--- config.mk ---
export PLATFORM = sky130hd
export DESIGN_NAME = udp_frame_tx
export DESIGN_NICKNAME = d
export VERILOG_FILES = /design/src/rtl/udp_pkt_pkg.sv /design/src/rtl/ipv4_csum.sv /design/src/rtl/udp_frame_tx.sv
export SDC_FILE = /design/constraint.sdc
export NUM_CORES = 1
export LEC_CHECK = 0
export ABC_AREA = 0
export CAP_MARGIN = 10
export CORE_ASPECT_RATIO = 1.2
export CORE_UTILIZATION = 40
export DETAILED_ROUTE_END_ITERATION = 8
export DONT_BUFFER_PORTS = 1
export GPL_ROUTABILITY_DRIVEN = 0
export MAX_ROUTING_LAYER = met4
export PLACE_DENSITY = 0.62
export SLEW_MARGIN = 25
export SYNTH_ARGS = -nofsm -noshare
export SYNTH_HDL_FRONTEND = slang
export SYNTH_HIERARCHICAL = 1
export SYNTH_SLANG_ARGS = --single-unit
--- constraint.sdc ---
create_clock -name clk -period 16.4 [get_ports clk]
set_clock_uncertainty 0.15 [all_clocks]
set_input_delay 3.28 -clock clk [delete_from_list [all_inputs] [get_ports clk]]
set_output_delay 3.28 -clock clk [all_outputs]
set_load 0.01 [all_outputs]
--- src/rtl/udp_pkt_pkg.sv ---
// Shared UDP/IPv4/Ethernet framing definitions for the transmit and receive paths.
package udp_pkt_pkg;

  typedef enum logic [2:0] {
    IDLE,
    CALC,
    HDR,
    PAY,
    PAD,
    DRAIN,
    DONE
  } state_e;

  localparam int          ETH_HDR_LEN    = 14;
  localparam int          IP_HDR_LEN     = 20;
  localparam int          UDP_HDR_LEN    = 8;
  localparam int          PAYLOAD_OFS    = 42;
  localparam logic [15:0] ETHERTYPE_IPV4 = 16'h0800;
  localparam logic [7:0]  IP_PROTO_UDP   = 8'h11;
  localparam logic [10:0] MAX_PAYLOAD    = 11'd1472;
  localparam logic [7:0]  IP_VER_IHL     = 8'h45;
  localparam logic [15:0] IP_FLAGS_DF    = 16'h4000;

endpackage

--- src/rtl/ipv4_csum.sv ---
// Combinational IPv4 header checksum: ones'-complement sum of the header words,
// carry folded twice, then inverted.
module ipv4_csum
  import udp_pkt_pkg::*;
(
  input  logic [15:0] totalLen_i,
  input  logic [15:0] ipId_i,
  input  logic [7:0]  ttl_i,
  input  logic [31:0] srcIp_i,
  input  logic [31:0] dstIp_i,
  output logic [15:0] csum_o
);

  logic [19:0] sum;
  logic [16:0] fold1;
  logic [15:0] fold2;

  // Nine 16-bit words fit comfortably in 20 bits, so no carry is lost before folding.
  always_comb begin
    sum = 20'({IP_VER_IHL, 8'h00}) + 20'(totalLen_i) + 20'(ipId_i) + 20'(IP_FLAGS_DF)
        + 20'({ttl_i, IP_PROTO_UDP})
        + 20'(srcIp_i[31:16]) + 20'(srcIp_i[15:0])
        + 20'(dstIp_i[31:16]) + 20'(dstIp_i[15:0]);
    fold1  = {1'b0, sum[15:0]} + {13'b0, sum[19:16]};
    fold2  = fold1[15:0] + {15'b0, fold1[16]};
    csum_o = ~fold2;
  end

endmodule

--- src/rtl/udp_frame_tx.sv ---
// Builds an Ethernet II / IPv4 / UDP frame (no FCS) around a streamed payload,
// padding to the minimum frame size and reconciling payload length mismatches.
module udp_frame_tx
  import udp_pkt_pkg::*;
#(
  parameter logic [47:0] SRC_MAC   = 48'h02_00_00_00_00_01,
  parameter logic [47:0] DST_MAC   = 48'hFF_FF_FF_FF_FF_FF,
  parameter logic [7:0]  TTL       = 8'd64,
  parameter int          MIN_FRAME = 60
) (
  input  logic        clk,
  input  logic        rst,
  input  logic [31:0] ctrl_reg,
  input  logic [15:0] src_port,
  input  logic [31:0] src_ip,
  input  logic [31:0] dst_ip,
  input  logic        cmd_valid,
  output logic        cmd_ready,
  input  logic [10:0] cmd_len,
  input  logic [7:0]  s_data,
  input  logic        s_valid,
  output logic        s_ready,
  input  logic        s_last,
  output logic [7:0]  m_data,
  output logic        m_valid,
  input  logic        m_ready,
  output logic        m_last,
  output logic        err_len
);

  state_e      state_q, state_d;
  logic [10:0] len_q, len_d;
  logic [15:0] dstPort_q, dstPort_d;
  logic [15:0] srcPort_q, srcPort_d;
  logic [31:0] srcIp_q, srcIp_d;
  logic [31:0] dstIp_q, dstIp_d;
  logic [15:0] ipId_q, ipId_d;
  logic [15:0] csum_q, csum_d;
  logic [5:0]  byteCnt_q, byteCnt_d;
  logic [10:0] payCnt_q, payCnt_d;
  logic        short_q, short_d;
  logic        drainAfter_q, drainAfter_d;
  logic        errLen_q;
  logic        errSet;

  logic [15:0]  totalLen;
  logic [15:0]  udpLen;
  logic [15:0]  csumCalc;
  logic         needPad;
  logic         isLenByte;
  logic         padLast;
  logic [335:0] hdrVec;
  logic [335:0] hdrShift;
  logic [15:0]  unusedCtrl;

  assign unusedCtrl = ctrl_reg[31:16];

  assign totalLen  = 16'(len_q) + 16'(IP_HDR_LEN + UDP_HDR_LEN);
  assign udpLen    = 16'(len_q) + 16'(UDP_HDR_LEN);
  assign needPad   = (12'(PAYLOAD_OFS) + {1'b0, len_q}) < 12'(MIN_FRAME);
  assign isLenByte = (payCnt_q == (len_q - 11'd1));
  assign padLast   = (payCnt_q == 11'(MIN_FRAME - PAYLOAD_OFS - 1));

  // Header bytes 0..41 packed MSB-first so byte N is the top byte after shifting by N.
  assign hdrVec = {DST_MAC, SRC_MAC, ETHERTYPE_IPV4,
                   IP_VER_IHL, 8'h00, totalLen, ipId_q, IP_FLAGS_DF,
                   TTL, IP_PROTO_UDP, csum_q, srcIp_q, dstIp_q,
                   srcPort_q, dstPort_q, udpLen, 16'h0000};
  assign hdrShift = hdrVec << {byteCnt_q, 3'b000};

  ipv4_csum u_csum (
    .totalLen_i (totalLen),
    .ipId_i     (ipId_q),
    .ttl_i      (TTL),
    .srcIp_i    (srcIp_q),
    .dstIp_i    (dstIp_q),
    .csum_o     (csumCalc)
  );

  always_comb begin
    state_d      = state_q;
    len_d        = len_q;
    dstPort_d    = dstPort_q;
    srcPort_d    = srcPort_q;
    srcIp_d      = srcIp_q;
    dstIp_d      = dstIp_q;
    ipId_d       = ipId_q;
    csum_d       = csum_q;
    byteCnt_d    = byteCnt_q;
    payCnt_d     = payCnt_q;
    short_d      = short_q;
    drainAfter_d = drainAfter_q;
    errSet       = 1'b0;
    cmd_ready    = 1'b0;
    s_ready      = 1'b0;
    m_valid      = 1'b0;
    m_last       = 1'b0;
    m_data       = 8'h00;

    unique case (state_q)
      IDLE: begin
        cmd_ready    = 1'b1;
        byteCnt_d    = '0;
        payCnt_d     = '0;
        short_d      = 1'b0;
        drainAfter_d = 1'b0;
        if (cmd_valid) begin
          if (cmd_len == 11'd0)             len_d = 11'd1;
          else if (cmd_len > MAX_PAYLOAD)   len_d = MAX_PAYLOAD;
          else                              len_d = cmd_len;
          dstPort_d = ctrl_reg[15:0];
          srcPort_d = src_port;
          srcIp_d   = src_ip;
          dstIp_d   = dst_ip;
          state_d   = CALC;
        end
      end

      CALC: begin
        csum_d  = csumCalc;
        state_d = HDR;
      end

      HDR: begin
        m_valid = 1'b1;
        m_data  = hdrShift[335:328];
        if (m_ready) begin
          if (byteCnt_q == 6'(PAYLOAD_OFS - 1)) state_d = PAY;
          else                                  byteCnt_d = byteCnt_q + 6'd1;
        end
      end

      PAY: begin
        if (short_q) begin
          // Source ended early: fill the promised payload positions with zeros.
          m_valid = 1'b1;
          m_last  = isLenByte && !needPad;
          if (m_ready) begin
            payCnt_d = payCnt_q + 11'd1;
            if (isLenByte) state_d = needPad ? PAD : DONE;
          end
        end else begin
          m_data  = s_data;
          m_valid = s_valid;
          s_ready = m_ready;
          m_last  = s_valid && isLenByte && !needPad;
          if (s_valid && m_ready) begin
            payCnt_d = payCnt_q + 11'd1;
            if (isLenByte) begin
              errSet = !s_last;
              if (needPad) begin
                drainAfter_d = !s_last;
                state_d      = PAD;
              end else begin
                state_d = s_last ? DONE : DRAIN;
              end
            end else if (s_last) begin
              errSet  = 1'b1;
              short_d = 1'b1;
            end
          end
        end
      end

      PAD: begin
        m_valid = 1'b1;
        m_last  = padLast;
        if (m_ready) begin
          payCnt_d = payCnt_q + 11'd1;
          if (padLast) state_d = drainAfter_q ? DRAIN : DONE;
        end
      end

      DRAIN: begin
        s_ready = 1'b1;
        if (s_valid && s_last) state_d = DONE;
      end

      DONE: begin
        ipId_d  = ipId_q + 16'd1;
        state_d = IDLE;
      end

      default: state_d = IDLE;
    endcase
  end

  always_ff @(posedge clk or posedge rst) begin
    if (rst) begin
      state_q      <= IDLE;
      len_q        <= 11'd1;
      dstPort_q    <= '0;
      srcPort_q    <= '0;
      srcIp_q      <= '0;
      dstIp_q      <= '0;
      ipId_q       <= '0;
      csum_q       <= '0;
      byteCnt_q    <= '0;
      payCnt_q     <= '0;
      short_q      <= 1'b0;
      drainAfter_q <= 1'b0;
      errLen_q     <= 1'b0;
    end else begin
      state_q      <= state_d;
      len_q        <= len_d;
      dstPort_q    <= dstPort_d;
      srcPort_q    <= srcPort_d;
      srcIp_q      <= srcIp_d;
      dstIp_q      <= dstIp_d;
      ipId_q       <= ipId_d;
      csum_q       <= csum_d;
      byteCnt_q    <= byteCnt_d;
      payCnt_q     <= payCnt_d;
      short_q      <= short_d;
      drainAfter_q <= drainAfter_d;
      errLen_q     <= errSet;
    end
  end

  assign err_len = errLen_q;

endmodule
==> results of run 1 <==
kinds of logic (layout without fill, tap and decap cells):
| logic type | Yosys count | count (layout) | share of synthesized area |
|---|---|---|---|
| flip-flops | 162 | 162 | 0.3088 |
| other | 2 | 13 | 0.0005718 |
| adder cells (fa/ha/maj) | 133 | 133 | 0.1679 |
| AND/OR/NAND/NOR | 556 | 556 | 0.1917 |
| multiplexers | 70 | 70 | 0.08536 |
| AO/OA/AOI/OAI | 198 | 198 | 0.1097 |
| XOR/XNOR | 75 | 75 | 0.05106 |
| buffers and inverters | 284 | 256 | 0.08507 |
critical path: cells and delay by family (launching register included):
family / cells / cell delay (ns)
adder cells (fa/ha/maj): 8 / 3.33
AO/OA/AOI/OAI: 12 / 3.10
AND/OR/NAND/NOR: 9 / 1.95
flip-flops: 1 / 0.74
buffers and inverters: 6 / 0.63
XOR/XNOR: 3 / 0.52
multiplexers: 1 / 0.27
layer usage:
| layer | GRT usage | vias to the layer above | share of wire |
|---|---|---|---|
| li1 | - | 4806 | - |
| met1 | 0.2933 | 5049 | 0.42 |
| met2 | 0.3759 | 322 | 0.50 |
| met3 | 0.02760 | 67 | 0.044 |
| met4 | 0.08290 | 0 | 0.033 |
| met5 | - | - | 0 |
state kept, by name, summed over array words and instances (netlist names):
register	flops
csum_q	16
dstIp_q	32
drainAfter_q	1
byteCnt_q	6
len_q	11
payCnt_q	11
dstPort_q	16
err_len	1
short_q	1
ipId_q	16
srcIp_q	32
srcPort_q	16
state_q	3
per-stage QoR:
stage,cells,area (um2)
after detailed placement,1837,13480
after CTS,1869,14060
after floorplan,1490,13170
after global routing,1869,14060
final,1870,14060
after global placement,1837,13470
cell type report:
cell class	instances	area (um2)	area share
repair buffers	8	60.06	0.004271
clock buffers	17	425.4	0.03025
multi-input cells	1044	8033	0.5712
flip-flops and latches	162	4058	0.2885
diodes	1	2.502	0.0001780
clock inverters	15	158.9	0.01130
well taps	407	509.2	0.03621
inverters	216	815.8	0.05801
synthesized netlist by cell type, types with 14 or more instances:
| master | n |
|---|---|
| a21oi_1 | 45 |
| nand2_1 | 342 |
| nand3_1 | 28 |
| mux2_2 | 26 |
| buf_2 | 14 |
| dfrtp_1 | 161 |
| mux4_2 | 31 |
| fa_1 | 72 |
| xnor2_1 | 41 |
| o21ai_0 | 29 |
| xor2_1 | 33 |
| inv_1 | 212 |
| nor2_1 | 65 |
| nor3_1 | 15 |
| ha_1 | 61 |
| clkbuf_1 | 44 |
worst paths after layout:
check | slack, ns | to | depth (start not counted)
max reg2reg | 5.57 | csum_q[15]$_DFFE_PP0N_ | 39
min | 0.33 | dstPort_q[11]$_DFFE_PP0P_ | 2
min reg2reg | 0.33 | dstPort_q[11]$_DFFE_PP0P_ | 2
min in group asynchronous | 2.71 | dstIp_q[4]$_DFFE_PP0P_ | 1
max in group asynchronous | 11.87 | byteCnt_q[0]$_DFFE_PP0P_ | 2
max | 5.57 | csum_q[15]$_DFFE_PP0N_ | 39
==> results.ini, run 1 <==
[run_status]
status = completed

[final_layout]
n_fill_cell = 3163
syn_to_final_growth_pct = 7.068
mostFrequentLayoutCells = nand2_1, inv_1, dfrtp_1
nets = 1719
layout.cells.most_common = nand2_1
layout-drive-gt1-share = 0.09302
final_core_util = 0.4360

[worst_setup_path]
worstPathArrival_ns = 11.01
cp_slowest_stage_delay_ns = 0.74
timing.rr.start = len_q[4]$_DFFE_PP0P_
worstSetupStartpoint = len_q[4]$_DFFE_PP0P_
worstSetupStartpointType = flop
end_kind = flop
criticalPathCategory = flop to flop
crit_fanout = 14
crit_slowest_cell = dfrtp_1
cp_data_required_time_ns = 16.58

[clocking]
htree_levels = 4
ctsHoldBuffers = 0
clock_latency_ns = 0.45
cts.sink_count = 162
root_buffer = clkbuf_16
cts_made_buffers = 17
cts.clk_slew.worst_paths_ns = 0.07
cts_tree = done
postCtsSetupBuffers = 0
clk_path_buf_depth = 2
cts-resized-gates = 0

[detailed_routing]
drt_first_pass_iters = 7
drcViolationCount = 0
ant_nets = 0
postRouteWirelength_mm = 36.57
num_vias = 10240
viasPerCell = 5.478
detail_route.iter0.violations = 869
wl_per_cell_um = 19.56

[global_routing]
grt_use_total = 0.2300
grt_overflow = 0
grt_start_max_net_pins = 102
antenna_found_initial = 0
grt_pass1_vias = 10170
grt_pass1_wl_mm = 57.51

[synthesis]
ys_async_sr_fraction = 1.000
ys.warnings.count = 6
synth_ff_type = dfrtp_1
ys_ff_latch = 162
avgSynthCellArea_um2 = 8.874
synth_cell_types = 95
yosysSeqAreaShare = 0.3088
synthTopCellsByArea = dfrtp_1, fa_1, nand2_1
synth_edf_count = 0
syn_inst = 1480
yosys.area.top_type_share = 0.3068
synth_top_cell_by_area = dfrtp_1
synth_area_um2 = 13130

[sta]
rsz0062_at_grt = false
relSlewSlack = 0.3448
slew_viol_final = 0
finalHoldViolations = 0
min_period_ns = 10.83
setup_ws_ns = 5.571
fmax_ghz = 0.09234
timing.final.crit_share = 0.6603
timing.hold.ws_ns = 0.3252
worstMarginPinSlew_ns = 0.9827
setup_viol = 0
fin_tns_setup_ns = 0

[die]
rows = 72
fp.dieH_um = 200.5
core_um2 = 32250
die-area_um2 = 33570
ios = 150
fp.dieW_um = 167.4
start_util = 0.4072

[placement]
dp_slack_ns = 5.730
hpwl_mm = 28.18
portBuffers = 0

[hold_path]
holdCritPathClass = flop to flop
min_from = dstPort_q[11]$_DFFE_PP0P_

[flow_run]
maxCapViolations = 0

Power of run 1 is not shown: default switching activity piles up to over one toggle a cycle in this logic, so the estimate is an artifact.
==> run 2, diff against run 1 <==
==> constraint.sdc (replaced) <==
create_clock -name clk -period 10.1 [get_ports clk]
set_clock_uncertainty 0.15 [all_clocks]
set_input_delay 2.02 -clock clk [delete_from_list [all_inputs] [get_ports clk]]
set_output_delay 2.02 -clock clk [all_outputs]
set_load 0.01 [all_outputs]
==> results.ini, run 2 (synthesized netlist as in run 1, its figures left out) <==
[die]
die-area_um2 = 33570
start_util = 0.4072
fp.dieH_um = 200.5
fp.dieW_um = 167.4
core_um2 = 32250
ios = 150
rows = 72

[detailed_routing]
drt-met1-wl_mm = 14.95
num_vias = 10310
ant_nets = 0
dr.max_layer_used = met4
drcViolationCount = 0
routed-wl-met2_mm = 18.05
drt_first_pass_iters = 5
viasPerCell = 5.460
wl_met3_mm = 2.168
wl_per_cell_um = 19.58
postRouteWirelength_mm = 36.98
detail_route.iter0.violations = 850

[placement]
dpl.cell_count = 1854
hpwl_mm = 28.50
portBuffers = 0
dp_slack_ns = 0.2572
postPlaceCellArea_um2 = 13600

[clocking]
cts.clk_slew.worst_paths_ns = 0.07
ctsHoldBuffers = 0
clock_latency_ns = 0.44
cts_made_buffers = 17
clk_path_buf_depth = 2
htree_levels = 4
cts.sink_count = 162
cts_tree = done
root_buffer = clkbuf_16

[worst_setup_path]
timing.rr.start = len_q[2]$_DFFE_PP0P_
crit_fanout = 7
timing.rr.end = csum_q[15]$_DFFE_PP0N_
crit_slowest_cell = fa_1
path_common_cell = inv_1
r2r_slack_ns = 0.59
cp_slowest_stage_delay_ns = 0.57
worstPathArrival_ns = 9.68
reg2reg_depth = 40
path_depth = 40
end_kind = flop
cp_data_required_time_ns = 10.28
worstSetupStartpointType = flop
path_buf_inv = 6
criticalPathCategory = flop to flop
cp_top_family = adder cells

[sta]
fin_tns_setup_ns = 0
slew_viol_final = 0
fmax_ghz = 0.1052
rsz0062_at_grt = false
setup_viol = 0
worstMarginPinSlew_ns = 0.9968
timing.final.crit_share = 0.9414
setup_ws_ns = 0.5920
relSlewSlack = 0.3354
finalHoldViolations = 0
min_period_ns = 9.508

[global_routing]
antenna_found_initial = 1
grt_pass1_vias = 10530
grt_use_total = 0.2346
grt_start_max_net_pins = 102
grt_overflow = 0
grt_pass1_wl_mm = 58.27

[final_layout]
top_regs = dstIp_q: 32 flops, srcIp_q: 32 flops
syn_to_final_growth_pct = 8.841
layout-drive-gt1-share = 0.1087
fin_cells = 1889
nets = 1738
mostFrequentLayoutCells = nand2_1, inv_1, dfrtp_1
final_area_um2 = 14300
layout.cells.most_common = nand2_1
n_fill_cell = 3111

[hold_path]
hold_path_end = dstPort_q[7]$_DFFE_PP0P_
whs_path_depth = 2
holdCritPathClass = flop to flop
min_from = dstPort_q[7]$_DFFE_PP0P_

[run_status]
status = completed

[flow_run]
maxCapViolations = 0

-- run 2: cell count changes in the layout (fill, tap and decap cells not counted), moves of 2 or more --
cell / previous run / this run
buf_4: 8 / 26
bufinv_16: 0 / 3
clkinvlp_4: 3 / 0
inv_6: 4 / 6
inv_8: 5 / 3
-- run 2: repair_timing --
action	4_1_cts	5_1_grt
endpoints found under the setup margin	0	7
buffers inserted	0	2
gates resized for setup	0	7
-- run 2: worst max path at each step --
stage	startpoint	endpoint	slack [ns]
4_1_cts	len_q[3]$_DFFE_PP0P_	csum_q[15]$_DFFE_PP0N_	0.22
3_5_place_dp	len_q[3]$_DFFE_PP0P_	csum_q[15]$_DFFE_PP0N_	0.26
6_report	len_q[2]$_DFFE_PP0P_	csum_q[15]$_DFFE_PP0N_	0.59
3_3_place_gp	len_q[3]$_DFFE_PP0P_	csum_q[15]$_DFFE_PP0N_	0.34
5_1_grt	len_q[3]$_DFFE_PP0P_	csum_q[15]$_DFFE_PP0N_	0.006
2_1_floorplan	len_q[3]$_DFFE_PP0P_	csum_q[15]$_DFFE_PP0N_	0.77
-- run 2: cell type report --
cell class              count  area, um2  area share
inverters                 216      815.8     0.05707
clock buffers              18      439.2     0.03072
repair buffers             27      206.4     0.01444
flip-flops and latches    162       4058      0.2839
clock inverters            14      209.0     0.01462
multi-input cells        1044       8055      0.5635
well taps                 407      509.2     0.03562
diodes                      1      2.502   0.0001751
-- run 2: worst min-delay path: cells and delay by family, from the launching register on --
kind / cells / cell delay (ns)
AND/OR/NAND/NOR: 2 / 0.11
flip-flops: 1 / 0.34
-- run 2: routing by layer --
| metal | global-route usage | vias to the layer above |
|---|---|---|
| li1 | - | 4832 |
| met1 | 0.2856 | 5043 |
| met2 | 0.3710 | 361 |
| met3 | 0.04180 | 78 |
| met4 | 0.1239 | 0 |
| met5 | - | - |
-- run 2: metrics by stage --
| step | hold slack [ns] | utilization |
|---|---|---|
| 4_1_cts | 0.3296 | 0.4419 |
| 3_3_place_gp | 0.3056 | 0.4216 |
| 6_report | 0.3263 | 0.4432 |
| 5_1_grt | 0.3566 | 0.4432 |
| 3_5_place_dp | 0.3123 | 0.4218 |
| 2_1_floorplan | 0.2903 | - |
Power of run 2 is left out for the same reason.
==> run 3, diff against run 2 <==
--- a/config.mk
+++ b/config.mk
@@ -7,8 +7,9 @@
 export LEC_CHECK = 0
 export ABC_AREA = 0
 export CAP_MARGIN = 10
-export CORE_ASPECT_RATIO = 1.2
+export CORE_ASPECT_RATIO = 1.75
 export CORE_UTILIZATION = 40
+export CTS_CLUSTER_DIAMETER = 120
 export DETAILED_ROUTE_END_ITERATION = 8
 export DONT_BUFFER_PORTS = 1
 export GPL_ROUTABILITY_DRIVEN = 0
==> constraint.sdc (replaced) <==
create_clock -name clk -period 11.72 [get_ports clk]
set_clock_uncertainty 0.15 [all_clocks]
set_input_delay 2.344 -clock clk [delete_from_list [all_inputs] [get_ports clk]]
set_output_delay 2.344 -clock clk [all_outputs]
set_load 0.01 [all_outputs]
==> results.ini, run 3 (synthesized netlist as in run 1, its figures left out) <==
[worst_setup_path]
crit_slowest_cell = fa_1
end_kind = flop
worstPathArrival_ns = 11.10
worstSetupStartpointType = flop
crit_fanout = 11
criticalPathCategory = flop to flop
cp_top_family = adder cells
path_buf_inv = 6
cp_data_required_time_ns = 11.91
r2r_slack_ns = 0.82
cp_slowest_stage_delay_ns = 0.61
path_common_cell = inv_1

[final_layout]
regArea_um2 = 4058
n_fill_cell = 3219
top_regs = dstIp_q: 32 flops, srcIp_q: 32 flops
syn_to_final_growth_pct = 7.240
diodes = 0
nets = 1720
mostFrequentLayoutCells = nand2_1, inv_1, dfrtp_1
multi_input_area_um2 = 8025
layout.cells.most_common = nand2_1
layout-drive-gt1-share = 0.09296

[die]
die-area_um2 = 33590
ios = 150
fp.dieW_um = 139.0
start_util = 0.4076
fp.dieH_um = 241.7
rows = 87
core_um2 = 32220

[sta]
fin_tns_setup_ns = 0
slew_viol_final = 0
finalHoldViolations = 0
setup_viol = 0
relSlewSlack = 0.3542
timing.final.crit_share = 0.9304
rsz0062_at_grt = false
min_period_ns = 10.90
fmax_ghz = 0.09171
worstMarginPinSlew_ns = 0.9687

[global_routing]
antenna_found_initial = 0
grt_overflow = 0
grt_pass1_vias = 10660
grt_start_max_net_pins = 105
grt_pass1_wl_mm = 60.51
grt_use_total = 0.2476

[clocking]
ctsHoldBuffers = 0
clk_path_buf_depth = 2
htree_levels = 4
cts.sink_count = 162
clock_latency_ns = 0.46
cts_tree = done
postCtsSetupBuffers = 0
cts_made_buffers = 17
cts.clk_slew.worst_paths_ns = 0.07
cts-resized-gates = 0
root_buffer = clkbuf_16

[detailed_routing]
drt_first_pass_iters = 8
ant_nets = 0
num_vias = 10340
viasPerCell = 5.548
postRouteWirelength_mm = 38.52
detail_route.iter0.violations = 730
drcViolationCount = 4
wl_per_cell_um = 20.67

[hold_path]
holdCritPathClass = flop to flop

[placement]
portBuffers = 0
hpwl_mm = 30.42

[flow_run]
maxCapViolations = 0

[run_status]
violations = design-rule violations
status = finished, violations left

[run 3: cell types whose count changed in the layout (fill, tap and decap cells not counted), sizes merged]
| cell | before | now |
|---|---|---|
| buf | 27 | 9 |
| clkinvlp | 0 | 2 |
| bufinv | 3 | 2 |
| clkbuf | 18 | 17 |
| clkinv | 5 | 6 |
| diode | 1 | 0 |
| inv | 222 | 221 |
[run 3: layout make-up]
class                           instances  share of cell area
Timing Repair Buffer                    9            0.004797
Multi-Input combinational cell       1044              0.5698
Tap cell                              400             0.03553
Clock buffer                           17             0.03020
Clock inverter                         15             0.01350
Inverter                              216             0.05810
Sequential cell                       162              0.2881
[run 3: routing by layer]
metal	up-vias	wire length [um]	track usage
met5	-	0	-
met4	0	2029	0.1265
met3	93	1445	0.03069
met2	295	21300	0.4545
met1	5138	13740	0.2570
li1	4809	-	-
[run 3: stage by stage]
step | hold slack [ns] | instance area (um2) | worst slack [ns] | std cells | utilization
5_1_grt | 0.3445 | 14080 | 0.04450 | 1863 | 0.4371
6_report | 0.3211 | 14080 | 0.8155 | 1863 | 0.4371
2_1_floorplan | 0.2903 | 13170 | 2.390 | 1490 | -
4_1_cts | 0.3236 | 14080 | 0.8563 | 1863 | 0.4371
3_5_place_dp | 0.3072 | 13470 | 0.9012 | 1831 | 0.4179
3_3_place_gp | 0.3050 | 13470 | 1.051 | 1831 | 0.4179
[run 3: worst paths after layout]
check / start / endpoint / cells past startpoint
worst min-delay path: srcPort_q[13]$_DFFE_PP0P_ / srcPort_q[13]$_DFFE_PP0P_ / 2
worst max register to register: len_q[3]$_DFFE_PP0P_ / csum_q[15]$_DFFE_PP0N_ / 39
min in group asynchronous: rst / len_q[2]$_DFFE_PP0P_ / 1
max in group asynchronous: rst / byteCnt_q[1]$_DFFE_PP0P_ / 2
worst min register to register: srcPort_q[13]$_DFFE_PP0P_ / srcPort_q[13]$_DFFE_PP0P_ / 2
worst max-delay path: len_q[3]$_DFFE_PP0P_ / csum_q[15]$_DFFE_PP0N_ / 39
[run 3: worst register-to-register path, delay by kind of cell, from the launching register on]
kind | cells | cell delay (ns)
flip-flops | 1 | 0.60
buffers and inverters | 6 | 0.77
XOR/XNOR | 3 | 0.54
multiplexers | 1 | 0.29
adder cells (fa/ha/maj) | 8 | 3.49
AND/OR/NAND/NOR | 9 | 1.93
AO/OA/AOI/OAI | 12 | 3.04
Power of run 3 is left out for the same reason.
